[src/rtl/axi_perf_stat_fmt_if.sv]
// Handshake bundle between the statistics formatter, its start requester and the UART byte sink.
// The slave view belongs to the formatter; the master view drives it.
interface axi_perf_stat_fmt_if #(
    parameter int STAT_WIDTH = 16,
    parameter int NUM_STATS  = 4
);
    logic                            start_valid;
    logic                            start_ready;
    logic [NUM_STATS*STAT_WIDTH-1:0] stats_i;
    logic                            tx_valid;
    logic [7:0]                      tx_data;
    logic                            tx_ready;
    logic                            busy;
    logic                            done;

    modport slave (
        input  start_valid, stats_i, tx_ready,
        output start_ready, tx_valid, tx_data, busy, done
    );

    modport master (
        output start_valid, stats_i, tx_ready,
        input  start_ready, tx_valid, tx_data, busy, done
    );
endinterface

[src/rtl/axi_perf_stat_fmt.sv]
// Prints a latched snapshot of NUM_STATS counters as one "XXXX XXXX ...\r\n" ASCII hex line
// on a valid/ready byte stream.
module axi_perf_stat_fmt #(
    parameter int STAT_WIDTH = 16,
    parameter int NUM_STATS  = 4
) (
    input  logic              clk,
    input  logic              rst,
    axi_perf_stat_fmt_if.slave bus
);
    localparam int NIBBLES = STAT_WIDTH / 4;
    localparam int SIDX_W  = (NUM_STATS > 1) ? $clog2(NUM_STATS) : 1;
    localparam int NIDX_W  = (NIBBLES > 1) ? $clog2(NIBBLES) : 1;
    localparam logic [SIDX_W-1:0] SIDX_LAST = SIDX_W'(NUM_STATS - 1);
    localparam logic [NIDX_W-1:0] NIDX_TOP  = NIDX_W'(NIBBLES - 1);

    typedef enum logic [2:0] {
        ST_IDLE  = 3'd0,
        ST_DIGIT = 3'd1,
        ST_SEP   = 3'd2,
        ST_CR    = 3'd3,
        ST_LF    = 3'd4
    } state_t;

    function automatic logic [7:0] hex_ascii(input logic [3:0] nib);
        if (nib < 4'd10) begin
            return 8'h30 + {4'h0, nib};
        end else begin
            return 8'h37 + {4'h0, nib};
        end
    endfunction

    state_t                          state_r;
    logic [NUM_STATS*STAT_WIDTH-1:0] snapshot_r;
    logic [SIDX_W-1:0]               stat_idx_r;
    logic [NIDX_W-1:0]               nib_idx_r;
    logic [7:0]                      tx_data_r;
    logic                            tx_valid_r;
    logic                            busy_r;
    logic                            done_r;
    logic                            start_ready_r;

    logic [SIDX_W-1:0]     next_stat_s;
    logic [SIDX_W-1:0]     tgt_sidx_s;
    logic [NIDX_W-1:0]     tgt_nidx_s;
    logic [STAT_WIDTH-1:0] tgt_stat_s;
    logic [7:0]            next_digit_s;
    logic [7:0]            first_digit_s;

    // Pick the nibble that becomes the next digit; the target index is clamped so it never leaves range.
    always_comb begin
        next_stat_s = stat_idx_r;
        tgt_sidx_s  = stat_idx_r;
        tgt_nidx_s  = nib_idx_r;
        if (stat_idx_r != SIDX_LAST) begin
            next_stat_s = stat_idx_r + SIDX_W'(1);
        end else begin
            next_stat_s = stat_idx_r;
        end
        case (state_r)
            ST_DIGIT: begin
                if (nib_idx_r != '0) begin
                    tgt_nidx_s = nib_idx_r - NIDX_W'(1);
                end else begin
                    tgt_nidx_s = nib_idx_r;
                end
            end
            ST_SEP: begin
                tgt_sidx_s = next_stat_s;
                tgt_nidx_s = NIDX_TOP;
            end
            default: begin
                tgt_sidx_s = stat_idx_r;
                tgt_nidx_s = nib_idx_r;
            end
        endcase
        tgt_stat_s    = snapshot_r[int'(tgt_sidx_s)*STAT_WIDTH +: STAT_WIDTH];
        next_digit_s  = hex_ascii(tgt_stat_s[int'(tgt_nidx_s)*4 +: 4]);
        first_digit_s = hex_ascii(bus.stats_i[STAT_WIDTH-1 -: 4]);
    end

    // Line sequencer: state, indices and every registered output advance only on a byte accept.
    always_ff @(posedge clk or posedge rst) begin
        if (rst) begin
            state_r       <= ST_IDLE;
            snapshot_r    <= '0;
            stat_idx_r    <= '0;
            nib_idx_r     <= '0;
            tx_data_r     <= 8'h00;
            tx_valid_r    <= 1'b0;
            busy_r        <= 1'b0;
            done_r        <= 1'b0;
            start_ready_r <= 1'b1;
        end else begin
            done_r <= 1'b0;
            case (state_r)
                ST_IDLE: begin
                    if (bus.start_valid && start_ready_r) begin
                        snapshot_r    <= bus.stats_i;
                        stat_idx_r    <= '0;
                        nib_idx_r     <= NIDX_TOP;
                        tx_data_r     <= first_digit_s;
                        tx_valid_r    <= 1'b1;
                        busy_r        <= 1'b1;
                        start_ready_r <= 1'b0;
                        state_r       <= ST_DIGIT;
                    end else begin
                        state_r <= ST_IDLE;
                    end
                end
                ST_DIGIT: begin
                    if (bus.tx_ready) begin
                        if (nib_idx_r != '0) begin
                            nib_idx_r <= tgt_nidx_s;
                            tx_data_r <= next_digit_s;
                        end else if (stat_idx_r != SIDX_LAST) begin
                            tx_data_r <= 8'h20;
                            state_r   <= ST_SEP;
                        end else begin
                            tx_data_r <= 8'h0D;
                            state_r   <= ST_CR;
                        end
                    end else begin
                        state_r <= ST_DIGIT;
                    end
                end
                ST_SEP: begin
                    if (bus.tx_ready) begin
                        stat_idx_r <= next_stat_s;
                        nib_idx_r  <= NIDX_TOP;
                        tx_data_r  <= next_digit_s;
                        state_r    <= ST_DIGIT;
                    end else begin
                        state_r <= ST_SEP;
                    end
                end
                ST_CR: begin
                    if (bus.tx_ready) begin
                        tx_data_r <= 8'h0A;
                        state_r   <= ST_LF;
                    end else begin
                        state_r <= ST_CR;
                    end
                end
                ST_LF: begin
                    if (bus.tx_ready) begin
                        tx_valid_r    <= 1'b0;
                        done_r        <= 1'b1;
                        busy_r        <= 1'b0;
                        start_ready_r <= 1'b1;
                        state_r       <= ST_IDLE;
                    end else begin
                        state_r <= ST_LF;
                    end
                end
                default: begin
                    tx_valid_r    <= 1'b0;
                    busy_r        <= 1'b0;
                    start_ready_r <= 1'b1;
                    state_r       <= ST_IDLE;
                end
            endcase
        end
    end

    assign bus.tx_valid    = tx_valid_r;
    assign bus.tx_data     = tx_data_r;
    assign bus.busy        = busy_r;
    assign bus.done        = done_r;
    assign bus.start_ready = start_ready_r;
endmodule
[src/flat_wrapper.sv]
// flat-port wrapper written by rule: the top's interface ports become plain ports
module axi_perf_stat_fmt_flat 
#(
    parameter int STAT_WIDTH = 16,
    parameter int NUM_STATS  = 4
)
  (clk, rst, bus_start_valid, bus_stats_i, bus_tx_ready, bus_start_ready, bus_tx_valid, bus_tx_data, bus_busy, bus_done);
  axi_perf_stat_fmt_if #(.STAT_WIDTH(STAT_WIDTH), .NUM_STATS(NUM_STATS)) bus_i ();
  input  logic clk;
  input  logic rst;
  input wire logic [$bits(bus_i.start_valid)-1:0] bus_start_valid;
  input wire logic [$bits(bus_i.stats_i)-1:0] bus_stats_i;
  input wire logic [$bits(bus_i.tx_ready)-1:0] bus_tx_ready;
  output wire logic [$bits(bus_i.start_ready)-1:0] bus_start_ready;
  output wire logic [$bits(bus_i.tx_valid)-1:0] bus_tx_valid;
  output wire logic [$bits(bus_i.tx_data)-1:0] bus_tx_data;
  output wire logic [$bits(bus_i.busy)-1:0] bus_busy;
  output wire logic [$bits(bus_i.done)-1:0] bus_done;
  assign bus_i.start_valid = bus_start_valid;
  assign bus_i.stats_i = bus_stats_i;
  assign bus_i.tx_ready = bus_tx_ready;
  assign bus_start_ready = bus_i.start_ready;
  assign bus_tx_valid = bus_i.tx_valid;
  assign bus_tx_data = bus_i.tx_data;
  assign bus_busy = bus_i.busy;
  assign bus_done = bus_i.done;
  axi_perf_stat_fmt #(.STAT_WIDTH(STAT_WIDTH), .NUM_STATS(NUM_STATS)) u_core (.clk(clk), .rst(rst), .bus(bus_i));
endmodule
[config.mk]
export PLATFORM = sky130hd
export DESIGN_NAME = axi_perf_stat_fmt_flat
export DESIGN_NICKNAME = d
export VERILOG_FILES = /design/src/rtl/axi_perf_stat_fmt_if.sv /design/src/rtl/axi_perf_stat_fmt.sv /design/src/flat_wrapper.sv
export SDC_FILE = /design/constraint.sdc
export NUM_CORES = 1
export LEC_CHECK = 0
export CAP_MARGIN = 40
export CORE_UTILIZATION = 57
export DETAILED_ROUTE_END_ITERATION = 10
export PLACE_DENSITY = 0.86
export SLEW_MARGIN = 15
export SYNTH_ARGS = -nofsm -noshare
export SYNTH_HDL_FRONTEND = slang
export SYNTH_SLANG_ARGS = --single-unit
export TNS_END_PERCENT = 100
[constraint.sdc]
create_clock -name clk -period 5.7 [get_ports clk]
set_input_delay 0.57 -clock clk [delete_from_list [all_inputs] [get_ports clk]]
set_output_delay 0.57 -clock clk [all_outputs]
set_load 0.01 [all_outputs]
==> qor.log, run 1 <==
[min_path] worst hold-check path type flop to flop
[pwr] Max IR drop VDD 0.306 mV
[die] horizontal extent of the die 89.5 um
[timing] measured slew at the worst slew-check pin 0.896 ns
[logic_synthesis] Net Count, Synth 462
[run_status] outcome finished, final reports clean
[clock_network] Num Clock Sinks 81
[logic_synthesis] sequential cell area fraction in the yosys report 46.5%
[grt] global router's overall resource usage 27.0%
[timing] crit share post-route 59.1%
[critical_path] number of buffer and inverter instances along the worst setup path 0
[grt] grt total ovfl 0
[die] full die area 8010 sq um
[detailed_routing] # DRC 0
[critical_path] largest driver fanout on the critical path 24
[critical_path] endpoint required time on the critical path 5.95 ns
[critical_path] type of element launching the critical path flop
[logic_synthesis] number of warnings printed during yosys synthesis 0
[logic_synthesis] total standard cell area after synthesis 4360 sq um
[logic_synthesis] post-synthesis sequential element count 81
[job] count of maximum capacitance violations 0
[pwr] power after layout 3.18 mW
[clock_network] Hold Buf Count CTS 0
[clock_network] cts bufs inserted 9
[placement] GP Congestion 0.899
[die] Std-Cell Core Area 7330 sq um
[timing] Max transition margin 39.6%
[grt] number of global-route vias before repair 3,294
[placement] port bufs 78
[logic_synthesis] most area-hungry cell type in the Yosys netlist dfrtp_1
[cells_and_area] synthesis-to-finish area growth 23.6%
[detailed_routing] Wirelength per Cell 17.3 um
[clock_network] Post CTS Setup Buffer Count 0
[detailed_routing] initial drt markers 221
[clock_network] clock root buffer clkbuf_8
[timing] worst-case hold slack 0.489 ns
[critical_path] slowest cell on the critical path dfrtp_1
[timing] post-route minimum period 3.37 ns
[clock_network] CTS clk-pin slew, worst paths 0.08 ns
[logic_synthesis] Gate Count Post-Synth 392
[logic_synthesis] most numerous cell types in the synthesized netlist dfrtp_1 (80), mux2_2 (66), a21oi_1 (26)
[clock_network] depth of the CTS H-tree 3
[cells_and_area] fraction of final layout cells sized beyond drive strength 1 22.1%
[cells_and_area] Layout Utilization 73.6%
[timing] RSZ-0062 raised after global routing no
[cells_and_area] number of diodes added for antenna fixing 0
[grt] first-pass GRT wire length 16.0 mm
[logic_synthesis] Yosys top cell area share 45.9%
[timing] final setup vio count 0
[detailed_routing] Final Routed Wirelength 9.78 mm
[timing] TNS Setup 0 ns
[critical_path] slowest stage delay, CP 0.83 ns
[pwr] Power Dens Cells 590 nW/um^2
[clock_network] Resized cells post-CTS 0
[detailed_routing] Vias/cell 6.00
[pwr] LEAKAGE 2.29 nW
[die] # rows 31
[timing] endpoints failing hold 0
[placement] HPWL after detailed placement 6.97 mm
[timing] pins over their slew limit 0
[die] effective utilization at floorplan 59.5%
[critical_path] Setup Crit Path Kind flop to flop
[detailed_routing] routed vias 3,392
[logic_synthesis] number of enable-type register cells in the synthesized netlist 0
[clock_network] Max clock buf depth 2
[placement] cell total after placement 549
[detailed_routing] number of routed nets with antenna violations 0
[detailed_routing] TritonRoute pass-1 iters 5
[cells_and_area] non-filler instance count after layout 565
[timing] Clock Skews 0.0113 ns
[logic_synthesis] Distinct cells, synth 65
[clock_network] CTS tree yes
[die] Top Ports 80
[critical_path] critical path arrival 3.62 ns
[critical_path] top cell family by delay on the critical path compound AO/OA/AOI/OAI gates
[critical_path] crit path cell chain nor2b_1 -> o21ai_0 -> nand3_1 -> a221oi_1 -> o21a_1 -> nor2_1 -> ha_1 -> o21bai_1 -> a211o_1 -> o221a_2
[cells_and_area] Net count, final 531
[critical_path] endpoint kind of the worst setup timing path flop
[die] chip height 89.5 um
[logic_synthesis] mean instance size in the synthesized netlist 11.1 sq um
[logic_synthesis] dominant cell by count in the synthesized netlist dfrtp_1
[logic_synthesis] main area contributors after synthesis dfrtp_1 (46%), mux2_2 (17%), mux2i_1 (3.4%)
[grt] initial antenna violation count 0
[timing] fmax 297 MHz
[logic_synthesis] Most used DFF post-synth dfrtp_1
[clock_network] clock latency on the worst-skew pair 0.36 ns
[grt] maximum number of pins on one net before global-route repair 69
[logic_synthesis] FFs w/ async S/R, synth 100%
placed cells by master, fill, tap and decap left out, types with 7 or more instances in the layout:
master	netlist	final
a21oi_1	26	26
a31oi_1	7	7
clkbuf_8	0	10
clkdlybuf4s50_1	0	78
dfrtp_1	80	80
inv_1	14	13
mux2_2	66	66
mux2i_1	15	15
nand2_1	22	22
nor2_1	22	21
o21ai_0	18	18
report_power, final:
part / switching, mW / leakage (nW) / internal [mW]
logic: 0.809 / 1.20 / 0.826
clock network: 0.220 / 0.0962 / 0.217
registers: 0.257 / 0.988 / 0.855
total: 1.29 / 2.29 / 1.90
metrics by stage:
step | setup WS, ns | cell area, sq um
finish | 2.33 | 5400
global route | 2.07 | 5400
CTS | 2.38 | 5400
detailed placement | 2.40 | 5190
global placement | 2.54 | 5170
floorplan | 2.99 | 4360
final timing paths:
path	to	slack [ns]	depth (start not counted)	from
min in group asynchronous	u_core.snapshot_r[57]$_DFFE_PP0P_	0.63	3	rst
min	u_core.bus.tx_data[3]$_DFFE_PP0P_	0.49	2	u_core.bus.tx_data[3]$_DFFE_PP0P_
max in group asynchronous	u_core.bus.start_ready$_DFFE_PP1P_	4.40	4	rst
max	u_core.bus.tx_data[4]$_DFFE_PP0P_	2.33	10	u_core.state_r[2]$_DFFE_PP0P_
min reg2reg	u_core.bus.tx_data[3]$_DFFE_PP0P_	0.49	2	u_core.bus.tx_data[3]$_DFFE_PP0P_
max reg2reg	u_core.bus.tx_data[4]$_DFFE_PP0P_	2.33	10	u_core.state_r[2]$_DFFE_PP0P_
final cells by class:
cell class	instances	area, sq um
fill	488	1940
clock buffer	11	141
multi-input combinational	271	2150
timing repair buffer	84	838
tap	99	124
clock inverter	5	62.6
sequential	81	2030
inverter	14	52.6
layer usage:
layer	vias to the layer above	GRT usage (%)	routed length, um
li1	1577	-	-
met1	1678	34.6	4280
met2	112	43.8	4760
met5	-	0	0
met3	25	6.93	475
met4	0	11.0	257
flip-flops by register name, summed over array words and instances (netlist names):
signal / cells
u_core.bus.tx_valid: 1
u_core.state_r: 3
u_core.bus.start_ready: 1
u_core.nib_idx_r: 2
u_core.stat_idx_r: 2
u_core.bus.tx_data: 7
u_core.bus.done: 1
u_core.snapshot_r: 64
worst min-delay path, cell delays in order, from the launching register on:
cell and delay, ns:
dfrtp_1 0.35, nand2_1 0.05, o31ai_1 0.05
cells by family (layout without fill, tap and decap cells):
| kind of cell | Yosys count | in the layout | synth area share, % |
|---|---|---|---|
| flip-flops | 81 | 81 | 46.5 |
| buffers and inverters | 40 | 114 | 4.47 |
| multiplexers | 88 | 88 | 23.8 |
| XOR/XNOR | 2 | 2 | 0.401 |
| AO/OA/AOI/OAI | 98 | 98 | 15.1 |
| adder cells (fa/ha/maj) | 2 | 2 | 0.573 |
| other | 1 | 1 | 0.0859 |
| AND/OR/NAND/NOR | 80 | 80 | 9.09 |
Power figures use the tool's default switching activity.
==> run 2: changes to the inputs <==
- CORE_UTILIZATION: 57 -> 53
- PLACE_DENSITY: 0.86 -> 0.81
- clock period: 5.7 -> 3.3 ns (I/O delays scaled with it)
==> qor.log, run 2 (synthesis results as in run 1) <==
[clock_network] CTS tree yes
[clock_network] Num Clock Sinks 81 [unchanged]
[grt] first-pass GRT wire length 17.1 mm [+7.2%]
[timing] crit share post-route 91.5% [+32 points]
[critical_path] endpoint kind of the worst setup timing path flop
[clock_network] cts bufs inserted 9 [unchanged]
[pwr] Max IR drop VDD 0.480 mV [+57%]
[critical_path] largest driver fanout on the critical path 14 [-42%]
[clock_network] clock latency on the worst-skew pair 0.36 ns [about the same]
[job] count of maximum capacitance violations 0 [unchanged]
[critical_path] type of element launching the critical path flop
[cells_and_area] synthesis-to-finish area growth 25.5%
[timing] fmax 331 MHz [+12%]
[die] Top Ports 80 [unchanged]
[timing] endpoints failing hold 0 [unchanged]
[critical_path] critical path arrival 3.27 ns [-0.35 ns]
[placement] cell total after placement 562 [+2.4%]
[cells_and_area] Largest Register u_core.snapshot_r
[critical_path] endpoint required time on the critical path 3.55 ns [-2.40 ns]
[detailed_routing] Vias/cell 6.00 [-0.12%]
[grt] global router's overall resource usage 26.0% [-0.96 points]
[cells_and_area] Layout Utilization 69.8% [-3.8 points]
[cells_and_area] fin area 5480 sq um [+1.5%]
[run_status] outcome finished, final reports clean
[placement] post-place instance area 5280 sq um [+1.7%]
[grt] number of global-route vias before repair 3,527 [+7.1%]
[cells_and_area] non-filler instance count after layout 578 [+2.3%]
[timing] post-route minimum period 3.02 ns [-0.353 ns]
[grt] maximum number of pins on one net before global-route repair 54 [-22%]
[timing] RSZ-0062 raised after global routing no
[die] Std-Cell Core Area 7850 sq um [+7.0%]
[clock_network] Resized cells post-CTS 0 [unchanged]
[placement] GP Congestion 0.904 [+0.48%]
[detailed_routing] initial drt markers 203 [-8.1%]
[timing] pins over their slew limit 0 [unchanged]
[timing] worst-case hold slack 0.358 ns [-0.131 ns]
[cells_and_area] flip-flop count of the largest register after layout 64 [unchanged]
[critical_path] worst reg-to-reg setup slack 0.28 ns [-2.05 ns]
[cells_and_area] number of diodes added for antenna fixing 0 [unchanged]
[timing] final setup vio count 0 [unchanged]
[critical_path] reg-to-reg critical path endpoint u_core.bus.tx_data[4]$_DFFE_PP0P_
[placement] port bufs 78 [unchanged]
[clock_network] CTS clk-pin slew, worst paths 0.09 ns [about the same]
[cells_and_area] Filler Cells Inserted 607 [+24%]
[pwr] LEAKAGE 2.34 nW [+2.5%]
[clock_network] clock root buffer clkbuf_8
[die] horizontal extent of the die 92.7 um [+3.6%]
[timing] TNS Setup 0 ns [unchanged]
[clock_network] Post CTS Setup Buffer Count 0 [unchanged]
[detailed_routing] number of routed nets with antenna violations 0 [unchanged]
[cells_and_area] fraction of final layout cells sized beyond drive strength 1 23.9% [+1.8 points]
[detailed_routing] Final Routed Wirelength 10.3 mm [+5.5%]
[critical_path] FF-to-FF Start u_core.state_r[0]$_DFFE_PP0P_
[clock_network] Max clock buf depth 2 [unchanged]
[critical_path] count of cells along the worst register-to-register path 9 [-1]
[grt] grt total ovfl 0 [unchanged]
[die] chip height 92.7 um [+3.6%]
[clock_network] Hold Buf Count CTS 0 [unchanged]
[grt] initial antenna violation count 0 [unchanged]
[clock_network] depth of the CTS H-tree 3 [unchanged]
[min_path] worst hold-check path type input port to async pin
[detailed_routing] # DRC 0 [unchanged]
[timing] measured slew at the worst slew-check pin 0.627 ns [-0.269 ns]
[die] # rows 32 [+3.2%]
[timing] Max transition margin 58.1% [+19 points]
[detailed_routing] Wirelength per Cell 17.8 um [+3.1%]
[cells_and_area] highest-count cells in the layout ignoring fill and taps dfrtp_1 (80), clkdlybuf4s50_1 (78), mux2_2 (66)
[detailed_routing] TritonRoute pass-1 iters 5 [unchanged]
[detailed_routing] routed vias 3,466 [+2.2%]
[critical_path] Setup Crit Path Kind flop to flop
[placement] HPWL after detailed placement 7.72 mm [+11%]
[pwr] Power Dens Cells 1030 nW/um^2 [+75%]
[die] effective utilization at floorplan 55.6% [-3.9 points]
[die] full die area 8600 sq um [+7.4%]
[cells_and_area] most common library cell in the layout ignoring fill and taps dfrtp_1
[timing] Clock Skews 0.0134 ns [+0.00209 ns]
[cells_and_area] Net count, final 541 [+1.9%]
==> run 2: final cells by class <==
class	count	area [sq um]	share of cell area, %
Clock buffer	10	138	2.51
Clock inverter	6	57.6	1.05
Inverter	14	52.6	0.960
Multi-Input combinational cell	271	2150	39.2
Sequential cell	81	2030	37.0
Tap cell	102	128	2.33
Timing Repair Buffer	94	923	16.9
==> run 2: per-stage QoR <==
stage	worst slack (ns)	power, mW
3_5_place_dp	0.358	4.89
4_1_cts	0.310	5.65
2_1_floorplan	0.586	3.99
3_3_place_gp	0.412	4.72
6_report	0.282	5.64
5_1_grt	0.0563	6.03
==> run 2: power by group <==
group          switching (mW)  internal, mW
registers               0.408          1.48
logic                    1.51          1.53
clock network           0.407         0.314
total                    2.32          3.32
==> run 2: critical path, stage by stage, from the launching register on <==
cell and delay [ns]:
dfrtp_1 0.52, or3b_4 0.55, o311ai_1 0.46, a211oi_1 0.13
a211oi_2 0.25, nor2_1 0.11, ha_1 0.23, o21bai_1 0.18
a211o_1 0.34, o221a_2 0.14
==> run 2: how the worst max path moves through the flow <==
| stage | slack (ns) | start | cells after the start | end |
|---|---|---|---|---|
| after floorplan | 0.59 | u_core.state_r[2]$_DFFE_PP0P_ | 12 | u_core.bus.tx_data[4]$_DFFE_PP0P_ |
| after global placement | 0.41 | u_core.state_r[0]$_DFFE_PP0P_ | 9 | u_core.bus.tx_data[4]$_DFFE_PP0P_ |
| after detailed placement | 0.36 | u_core.state_r[0]$_DFFE_PP0P_ | 9 | u_core.bus.tx_data[4]$_DFFE_PP0P_ |
| after CTS | 0.31 | u_core.state_r[0]$_DFFE_PP0P_ | 9 | u_core.bus.tx_data[4]$_DFFE_PP0P_ |
| after global routing | 0.06 | u_core.stat_idx_r[0]$_DFFE_PP0P_ | 10 | u_core.bus.tx_data[6]$_DFFE_PP0P_ |
| final | 0.28 | u_core.state_r[0]$_DFFE_PP0P_ | 9 | u_core.bus.tx_data[4]$_DFFE_PP0P_ |
==> run 2: routing by layer <==
metal / wire (um) / GRT usage (%) / part of all wire [%] / up-vias
li1: - / - / - / 1605
met1: 4400 / 33.3 / 43 / 1716
met2: 5120 / 43.6 / 50 / 124
met3: 553 / 5.67 / 5.4 / 21
met4: 241 / 9.10 / 2.3 / 0
met5: 0 / 0 / 0 / -
